File: config.mk
export PLATFORM = sky130hd
export DESIGN_NAME = video_scanout
export DESIGN_NICKNAME = d
export VERILOG_FILES = /design/src/rtl/video_scanout.sv
export SDC_FILE = /design/constraint.sdc
export NUM_CORES = 1
export LEC_CHECK = 0
export ABC_AREA = 0
export BUFFER_PORTS_ARGS = -buffer_cell sky130_fd_sc_hd__buf_2
export CAP_MARGIN = 25
export CORE_MARGIN = 4
export CORE_UTILIZATION = 40
export CTS_BUF_LIST = sky130_fd_sc_hd__clkbuf_16
export DETAILED_ROUTE_END_ITERATION = 12
export REMOVE_ABC_BUFFERS = 1
export SKIP_CTS_REPAIR_TIMING = 1
export SLEW_MARGIN = 20
export SYNTH_ARGS = -nofsm -noshare
export SYNTH_HDL_FRONTEND = slang
export SYNTH_SLANG_ARGS = --single-unit
File: constraint.sdc
create_clock -name clk -period 4.5 [get_ports clk]
set_input_delay 0 -clock clk [delete_from_list [all_inputs] [get_ports clk]]
set_output_delay 0 -clock clk [all_outputs]
set_load 0.02 [all_outputs]
File: src/rtl/video_scanout.sv
// Raster scan-out: walks an H/V raster, fetches pixel-replicated buffer data, drives VGA pins.
// Latency: 2 clocks from raster counters to pins (fetch address/strobe, then syncs/blank/data).
// Backpressure: none; the buffer must return rdata on the clock after read, scan-out never stalls.
module video_scanout #(
    parameter int H_ACTIVE    = 640,
    parameter int H_FP        = 16,
    parameter int H_SYNC      = 96,
    parameter int H_BP        = 48,
    parameter int V_ACTIVE    = 480,
    parameter int V_FP        = 10,
    parameter int V_SYNC      = 2,
    parameter int V_BP        = 33,
    parameter int SCALE_SHIFT = 2,
    parameter int PIX_W       = 24
) (
    input  logic             clk,
    input  logic             reset,
    input  logic             start,
    output logic [7:0]       x,
    output logic [7:0]       y,
    output logic             read,
    input  logic [PIX_W-1:0] rdata,
    output logic             oVGA_HS,
    output logic             oVGA_VS,
    output logic             oVGA_BLANK,
    output logic [PIX_W-1:0] oVGA_DATA,
    output logic             frame_done
);

    localparam int H_TOTAL = H_ACTIVE + H_FP + H_SYNC + H_BP;
    localparam int V_TOTAL = V_ACTIVE + V_FP + V_SYNC + V_BP;

    // Counters are at least 11 bits; wider only if the raster totals demand it.
    // The buffer is addressed with 8-bit x/y, so the scaled active area must fit in 256x256.
    localparam int HB = $clog2(H_TOTAL);
    localparam int VB = $clog2(V_TOTAL);
    localparam int MB = (HB > VB) ? HB : VB;
    localparam int CW = (MB > 11) ? MB : 11;

    localparam logic [CW-1:0] H_LAST     = CW'(H_TOTAL - 1);
    localparam logic [CW-1:0] H_PRE_LAST = CW'(H_TOTAL - 2);
    localparam logic [CW-1:0] V_LAST     = CW'(V_TOTAL - 1);
    localparam logic [CW-1:0] H_ACT      = CW'(H_ACTIVE);
    localparam logic [CW-1:0] V_ACT      = CW'(V_ACTIVE);
    localparam logic [CW-1:0] H_SYNC_BEG = CW'(H_ACTIVE + H_FP);
    localparam logic [CW-1:0] H_SYNC_END = CW'(H_ACTIVE + H_FP + H_SYNC);
    localparam logic [CW-1:0] V_SYNC_BEG = CW'(V_ACTIVE + V_FP);
    localparam logic [CW-1:0] V_SYNC_END = CW'(V_ACTIVE + V_FP + V_SYNC);

    typedef enum logic {S_IDLE, S_RUN} state_t;

    state_t        state;
    logic [CW-1:0] h_count;
    logic [CW-1:0] v_count;

    logic h_last;
    logic v_last;
    logic active;
    logic hs_n;
    logic vs_n;

    // Stage-1 copies of the raster timing, aligned with read/x/y.
    logic hs_s1;
    logic vs_s1;
    logic blank_s1;

    assign h_last = (h_count == H_LAST);
    assign v_last = (v_count == V_LAST);
    assign active = (state == S_RUN) && (h_count < H_ACT) && (v_count < V_ACT);
    assign hs_n   = !((state == S_RUN) && (h_count >= H_SYNC_BEG) && (h_count < H_SYNC_END));
    assign vs_n   = !((state == S_RUN) && (v_count >= V_SYNC_BEG) && (v_count < V_SYNC_END));

    // Scan FSM and raster counters; a stop request is only honoured on the last pixel of a frame.
    always_ff @(posedge clk or posedge reset) begin
        if (reset) begin
            state      <= S_IDLE;
            h_count    <= '0;
            v_count    <= '0;
            frame_done <= 1'b0;
        end else begin
            // Registered one clock early so the pulse lines up with the last raster position.
            frame_done <= (state == S_RUN) && v_last && (h_count == H_PRE_LAST);
            case (state)
                S_IDLE: begin
                    h_count <= '0;
                    v_count <= '0;
                    if (start) begin
                        state <= S_RUN;
                    end
                end
                S_RUN: begin
                    if (h_last) begin
                        h_count <= '0;
                        if (v_last) begin
                            v_count <= '0;
                            if (!start) begin
                                state <= S_IDLE;
                            end
                        end else begin
                            v_count <= v_count + CW'(1);
                        end
                    end else begin
                        h_count <= h_count + CW'(1);
                    end
                end
                default: begin
                    state   <= S_IDLE;
                    h_count <= '0;
                    v_count <= '0;
                end
            endcase
        end
    end

    // Stage 1: buffer fetch strobe and scaled address; address holds outside the active area.
    always_ff @(posedge clk or posedge reset) begin
        if (reset) begin
            read     <= 1'b0;
            x        <= '0;
            y        <= '0;
            hs_s1    <= 1'b1;
            vs_s1    <= 1'b1;
            blank_s1 <= 1'b1;
        end else begin
            read     <= active;
            hs_s1    <= hs_n;
            vs_s1    <= vs_n;
            blank_s1 <= !active;
            if (active) begin
                x <= 8'(h_count >> SCALE_SHIFT);
                y <= 8'(v_count >> SCALE_SHIFT);
            end
        end
    end

    // Stage 2: pins, one clock behind the fetch so data and timing arrive together.
    always_ff @(posedge clk or posedge reset) begin
        if (reset) begin
            oVGA_HS    <= 1'b1;
            oVGA_VS    <= 1'b1;
            oVGA_BLANK <= 1'b1;
            oVGA_DATA  <= '0;
        end else begin
            oVGA_HS    <= hs_s1;
            oVGA_VS    <= vs_s1;
            oVGA_BLANK <= blank_s1;
            oVGA_DATA  <= read ? rdata : '0;
        end
    end

endmodule
==> qor.csv, run 1 <==
stage;metric;value;unit
outcome;outcome;finished with violations;
outcome;violations;negative hold slack;
sta;grt_setup_unrepaired;no;
synthesis;netlist_area;2890;um2
power_and_ir_drop;p_per_area;355;nW/um2
sta;worst_pin_slew;0.861;ns
synthesis;syn_avg_cell_area;12.2;um2
routing;viasPerCell;4.75;
power_and_ir_drop;switchingPower;308;uW
global_routing;grt_use_total;14.5;%
layout;antenna_cells;0;
routing;drtIter0Drc;90;
cts;clock_path_buffers;2;
cts;path_clk_slew;0.06;ns
layout;utilization;55.8;%
layout;instances_no_fill;439;
setup_path;r2r-end;y[0]$_DFFE_PP0P_;
sta;fmaxAchievable;0.389;GHz
synthesis;yosys_register_bits;71;
power_and_ir_drop;seqPwrFrac;47.7;%
setup_path;path_max_fanout;25;
sta;final_hold_viol_count;65;
sta;relSlewSlack;42.6;%
setup_path;reg2reg_slack;1.93;ns
cts;cts_tree;done;
layout;multi_input_area;1040;um2
sta;worst_slack;1.93;ns
cts;htreeDepth;3;
synthesis;synth_common_cells;65 x dfrtp_1, 26 x and2_1, 16 x nand2_1, 13 x mux2_2, 13 x nor2_1;
sta;worst_hold_slack;-0.0812;ns
synthesis;ys_seq_area_share;61.7;%
cts;numCtsBuffers;9;
synthesis;yosysUniqueCellTypes;41;
cts;cts_sinks;71;
min_path;hold_class;in -> async;
global_routing;grt_pass1_wl;9.71;mm
routing;drtAntennaViolNets;0;
layout;nFillCells;603;
placed_design;dp_slack;1.89;ns
global_routing;grt_overflow;0;
die;io_pins;72;
setup_path;critical_path.startpoint_type;register;
die;rows;30;
synthesis;synth.most_common_cell;dfrtp_1;
sta;finalSetupViolCount;0;
synthesis;synthFlopType;dfrtp_1;
power_and_ir_drop;p_clk_share;46.9;%
power_and_ir_drop;internal_power;1.06;mW
global_routing;grt_pass1_vias;1956;
setup_path;worst-setup-path-type;reg -> reg;
synthesis;async_flop_share;100;%
layout;final-seq-area;1780;um2
routing;num_vias;2084;
power_and_ir_drop;pwr-share-comb;5.4;%
cts;clock_latency;0.33;ns
synthesis;synth-edff-count;0;
power_and_ir_drop;p_leak;1.82;nW
sta;period_share;57.1;%
synthesis;postSynthCellCount;238;
placed_design;place_congestion;0.830;
routing;dr.pass1.iters;4;
die;initial_utilization;41.9;%
sta;fin_worst_skew;0.00511;ns
job;cap_violations;0;
die;fp.dieW;93.0;um
global_routing;antenna_found_initial;0;
layout;final_nets;369;
sta;setup-tns-final;0;ns
setup_path;arrival;2.78;ns
power_and_ir_drop;sw_frac_of_total;22.5;%
sta;period_needed;2.57;ns
setup_path;end_kind;register;
setup_path;rr_worst_depth;5;
routing;wl;6.15;mm
placed_design;hpwlAfterDp;3.89;mm
global_routing;grt_max_degree;72;
power_and_ir_drop;peakVddDrop;172;uV
sta;slew_viol_final;0;
layout;drive_gt1_share;33.2;%
cts;cts_root_buf;clkbuf_16;
placed_design;io_buffers;71;
die;core;6910;um2
synthesis;yosys.area.top_type;dfrtp_1;
layout;synthToLayoutAreaGrowth;33.3;%
setup_path;rr_startpoint;state$_DFF_PP0_;
routing;drc;0;
die;die_area;8660;um2
placed_design;dp_cells;398;
setup_path;cp-startpoint;state$_DFF_PP0_;
die;dieHeight;93.0;um
synthesis;synth_area_leaders;dfrtp_1 56%, and2_1 5.6%, dfstp_2 5.4%;
setup_path;cp.required;4.71;ns
synthesis;yosys_warnings;0;
synthesis;synth_top_cell_area_share;56.2;%
routing;wl_per_cell;14.0;um
## final cells by class
class / count / area share [%]
multi-input cells: 153 / 26.9
inverters: 5 / 0.487
clock inverters: 7 / 1.30
flip-flops and latches: 71 / 46.3
repair buffers: 98 / 16.1
clock buffers: 9 / 5.84
well taps: 96 / 3.11
## cells in the final DEF (no fill, tap or decap), drive strengths merged, types with 2 or more instances in the layout
cell type / netlist / layout
nand2b: 5 / 5
clkbuf: 6 / 9
and2: 26 / 26
and4: 3 / 3
a21oi: 4 / 4
nand4b: 3 / 3
or3: 2 / 2
o32ai: 2 / 2
a21boi: 3 / 3
clkinv: 0 / 4
nor2: 13 / 13
and3: 2 / 2
nor3b: 3 / 3
nand4: 5 / 5
a32o: 2 / 2
nor3: 6 / 6
nand2: 16 / 16
nor4: 2 / 2
inv: 5 / 7
ha: 4 / 4
mux2: 13 / 13
dfrtp: 65 / 65
xnor2: 4 / 4
nand3b: 2 / 2
dfstp: 6 / 6
dlygate4sd3: 0 / 25
nand3: 9 / 9
o22ai: 2 / 2
o22a: 2 / 2
buf: 3 / 73
o21ai: 6 / 6
or4: 4 / 4
xor2: 5 / 5
## metrics by stage
| stage | total power, mW | cell area (um2) | hold WS (ns) |
|---|---|---|---|
| 5_1_grt | 1.43 | 3860 | 0.0181 |
| 2_1_floorplan | 0.695 | 2840 | 0.108 |
| 3_5_place_dp | 0.721 | 3330 | 0.195 |
| 4_1_cts | 1.37 | 3610 | -0.151 |
| 3_3_place_gp | 0.720 | 3330 | 0.194 |
| 6_report | 1.37 | 3860 | -0.0812 |
## layer usage
metal	vias up	global-route usage, %	part of all wire, %
met2	51	22.9	50
met3	14	4.34	3.1
met5	-	0	0
met4	0	7.33	2.6
li1	1034	-	-
met1	985	18.1	44
## logic make-up (layout without fill, tap and decap cells)
group / after synthesis / in the layout / share of synthesized area (%)
and+or+nand+nor: 104 / 104 / 20.8
muxes: 13 / 13 / 5.06
AOI/OAI and AO/OA: 23 / 23 / 5.54
DFF: 71 / 71 / 61.7
buffers and inverters: 14 / 119 / 2.47
adders and majority gates: 4 / 4 / 1.73
xor gates and xnor gates: 9 / 9 / 2.72
## state kept, by name, indices dropped and copies added (netlist names)
register    cells
oVGA_DATA      24
blank_s1        1
frame_done      1
v_count        11
oVGA_BLANK      1
read            1
vs_s1           1
oVGA_HS         1
state           1
x               8
oVGA_VS         1
y               8
h_count        11
hs_s1           1
## worst max path at each step
stage	endpoint	depth (start not counted)
after global routing	y[1]$_DFFE_PP0P_	5
after floorplan	x[0]$_DFFE_PP0P_	4
after detailed placement	y[0]$_DFFE_PP0P_	5
final	y[0]$_DFFE_PP0P_	5
after CTS	y[0]$_DFFE_PP0P_	5
after global placement	y[2]$_DFFE_PP0P_	5
## critical path, cell delays in order, from the launching register on
cell	delay [ns]
dfrtp_1	0.79
nor3b_1	0.32
nand3b_1	0.17
nor2_1	0.50
buf_4	0.32
mux2_2	0.35
## power by group through the flow
stage          clock, mW  combinational, mW  sequential (mW)
2_1_floorplan          0             0.0166            0.679
3_3_place_gp           0             0.0574            0.663
3_5_place_dp           0             0.0582            0.663
4_1_cts            0.661             0.0584            0.652
5_1_grt            0.692             0.0818            0.652
6_report           0.641             0.0741            0.652
Power figures use the tool's default switching activity.
==> inputs of run 2 (changes only) <==
Settings changed: PLACE_DENSITY from default to 0.65.
Clock period 4.5 ns to 2.14 ns, I/O delays scaled along.
==> run 2 against run 1 <==
  * Largest power group is now the clock network
  * Via count up 3.5%
  * The run now ends clean
  * Largest cell class unchanged
  * Critical endpoint is now v_count[8]$_DFFE_PP0P_
  * Maximum frequency up 31%
  * Global-route usage up 0.43 points
  * Critical path type unchanged
==> qor.csv, run 2 (same netlist as run 1, synthesis figures left out) <==
stage;metric;value;unit;change
outcome;outcome;completed;;
job;cap_violations;0;;unchanged
setup_path;path_max_fanout;7;;-72%
routing;wl;6.53;mm;+6.1%
global_routing;grt_use_total;15.0;%;+0.43 points
layout;largest_reg_flops;24;;unchanged
cts;clock_path_buffers;2;;unchanged
sta;fin_worst_skew;0.00724;ns;+0.00214 ns
layout;layout_commonest_cell;buf_2;;
cts;cts_sinks;71;;unchanged
sta;finalSetupViolCount;0;;unchanged
layout;synthToLayoutAreaGrowth;37.5;%;
layout;final_nets;381;;+3.3%
sta;fmaxAchievable;0.510;GHz;+31%
setup_path;arrival;2.21;ns;-0.57 ns
placed_design;place_congestion;0.907;;+9.2%
setup_path;critical_path.startpoint_type;register;;
setup_path;cp.required;2.39;ns;-2.32 ns
routing;drc;0;;unchanged
power_and_ir_drop;total_power;2.96;mW;+120%
power_and_ir_drop;peakVddDrop;352;uV;+100%
die;io_pins;72;;unchanged
die;fp.dieW;93.0;um;unchanged
power_and_ir_drop;p_leak;1.88;nW;+3.3%
routing;dr.pass1.iters;4;;unchanged
sta;worst_hold_slack;0.323;ns;+0.404 ns
layout;nFillCells;609;;+1.0%
setup_path;end_kind;register;;
cts;htreeDepth;3;;unchanged
die;rows;30;;unchanged
layout;final-seq-area;1780;um2;unchanged
cts;clock_latency;0.33;ns;about the same
layout;drive_gt1_share;34.9;%;+1.7 points
sta;period_share;91.6;%;+35 points
routing;drtAntennaViolNets;0;;unchanged
routing;drtIter0Drc;145;;+61%
placed_design;io_buffers;71;;unchanged
routing;num_vias;2156;;+3.5%
sta;final_hold_viol_count;0;;-100%
layout;multi_input_area;1040;um2;unchanged
routing;viasPerCell;4.78;;+0.70%
global_routing;grt_overflow;0;;unchanged
die;core;6910;um2;unchanged
global_routing;grt_pass1_vias;2076;;+6.1%
cts;cts_root_buf;clkbuf_16;;
sta;slew_viol_final;0;;unchanged
cts;numCtsBuffers;9;;unchanged
min_path;hold_class;in -> async;;
layout;reg_top3;oVGA_DATA x24, h_count x11, v_count x11;;
sta;grt_setup_unrepaired;no;;
die;die_area;8660;um2;unchanged
global_routing;grt_pass1_wl;10.1;mm;+4.5%
power_and_ir_drop;p_per_area;745;nW/um2;+110%
sta;worst_pin_slew;0.670;ns;-0.190 ns
die;initial_utilization;41.9;%;unchanged
setup_path;worst-setup-path-type;reg -> reg;;
global_routing;antenna_found_initial;0;;unchanged
cts;cts_tree;done;;
cts;path_clk_slew;0.06;ns;about the same
layout;antenna_cells;0;;unchanged
sta;relSlewSlack;55.2;%;+13 points
setup_path;rr_worst_depth;4;;-1
global_routing;grt_max_degree;41;;-43%
layout;regMostFlops;oVGA_DATA;;
placed_design;hpwlAfterDp;4.27;mm;+9.8%
routing;wl_per_cell;14.5;um;+3.3%
sta;period_needed;1.96;ns;-0.608 ns
layout;mostFrequentLayoutCells;71 x buf_2, 65 x dfrtp_1, 26 x and2_1, 26 x dlygate4sd3_1, 16 x nand2_1;;
die;dieHeight;93.0;um;unchanged
run 2: cell types whose count changed in the layout (fill, tap and decap cells not counted), sizes merged:
| cell | before | now |
|---|---|---|
| dlygate4sd3 | 25 | 26 |
| buf | 73 | 84 |
| bufinv | 0 | 1 |
| clkinvlp | 1 | 3 |
| inv | 7 | 6 |
| clkinv | 4 | 2 |
run 2: through the flow:
| stage | cells | area [um2] | utilization (%) | TNS [ns] | setup slack (ns) |
|---|---|---|---|---|---|
| detailed placement | 409 | 3430 | 49.6 | 0 | 0.182 |
| CTS | 425 | 3720 | 53.8 | 0 | 0.170 |
| finish | 451 | 3980 | 57.6 | 0 | 0.180 |
| floorplan | 229 | 2840 | - | -1.99 | -0.153 |
| global route | 451 | 3980 | 57.6 | 0 | 0.0798 |
| global placement | 409 | 3430 | 49.6 | 0 | 0.177 |
run 2: cell type report:
cell class                      instances  area share [%]
Tap cell                               96            3.02
Clock inverter                          7            1.64
Clock buffer                            9            5.66
Multi-Input combinational cell        153            26.1
Sequential cell                        71            44.9
Inverter                                5           0.472
Timing Repair Buffer                  110            18.3
run 2: critical path, stage by stage (launching register included):
cell and delay [ns]:
dfrtp_1 0.44, or3_1 0.44, or3_1 0.34, or4_1 0.51, a21boi_1 0.15
run 2: final timing paths:
check,endpoint,startpoint,slack (ns)
hold reg to reg,oVGA_HS$_DFF_PP1_,hs_s1$_DFF_PP1_,0.35
hold / removal,oVGA_DATA[18]$_DFF_PP0_,reset,0.32
min in group clk,oVGA_HS$_DFF_PP1_,hs_s1$_DFF_PP1_,0.35
max in group asynchronous,hs_s1$_DFF_PP1_,reset,1.10
setup reg to reg,v_count[8]$_DFFE_PP0P_,h_count[7]$_DFF_PP0_,0.18
setup / recovery,v_count[8]$_DFFE_PP0P_,h_count[7]$_DFF_PP0_,0.18
run 2: where the power goes:
group | internal (mW) | switching [mW]
Combinational | 0.0786 | 0.0846
Sequential | 1.37 | 0.00486
Clock | 0.890 | 0.538
Total | 2.34 | 0.628
run 2: routing by layer:
layer	wire [um]	global-route usage, %	vias to the layer above
li1	-	-	1056
met1	2750	19.9	1046
met2	3420	22.8	43
met3	254	4.18	11
met4	108	6.96	0
met5	0	0	-
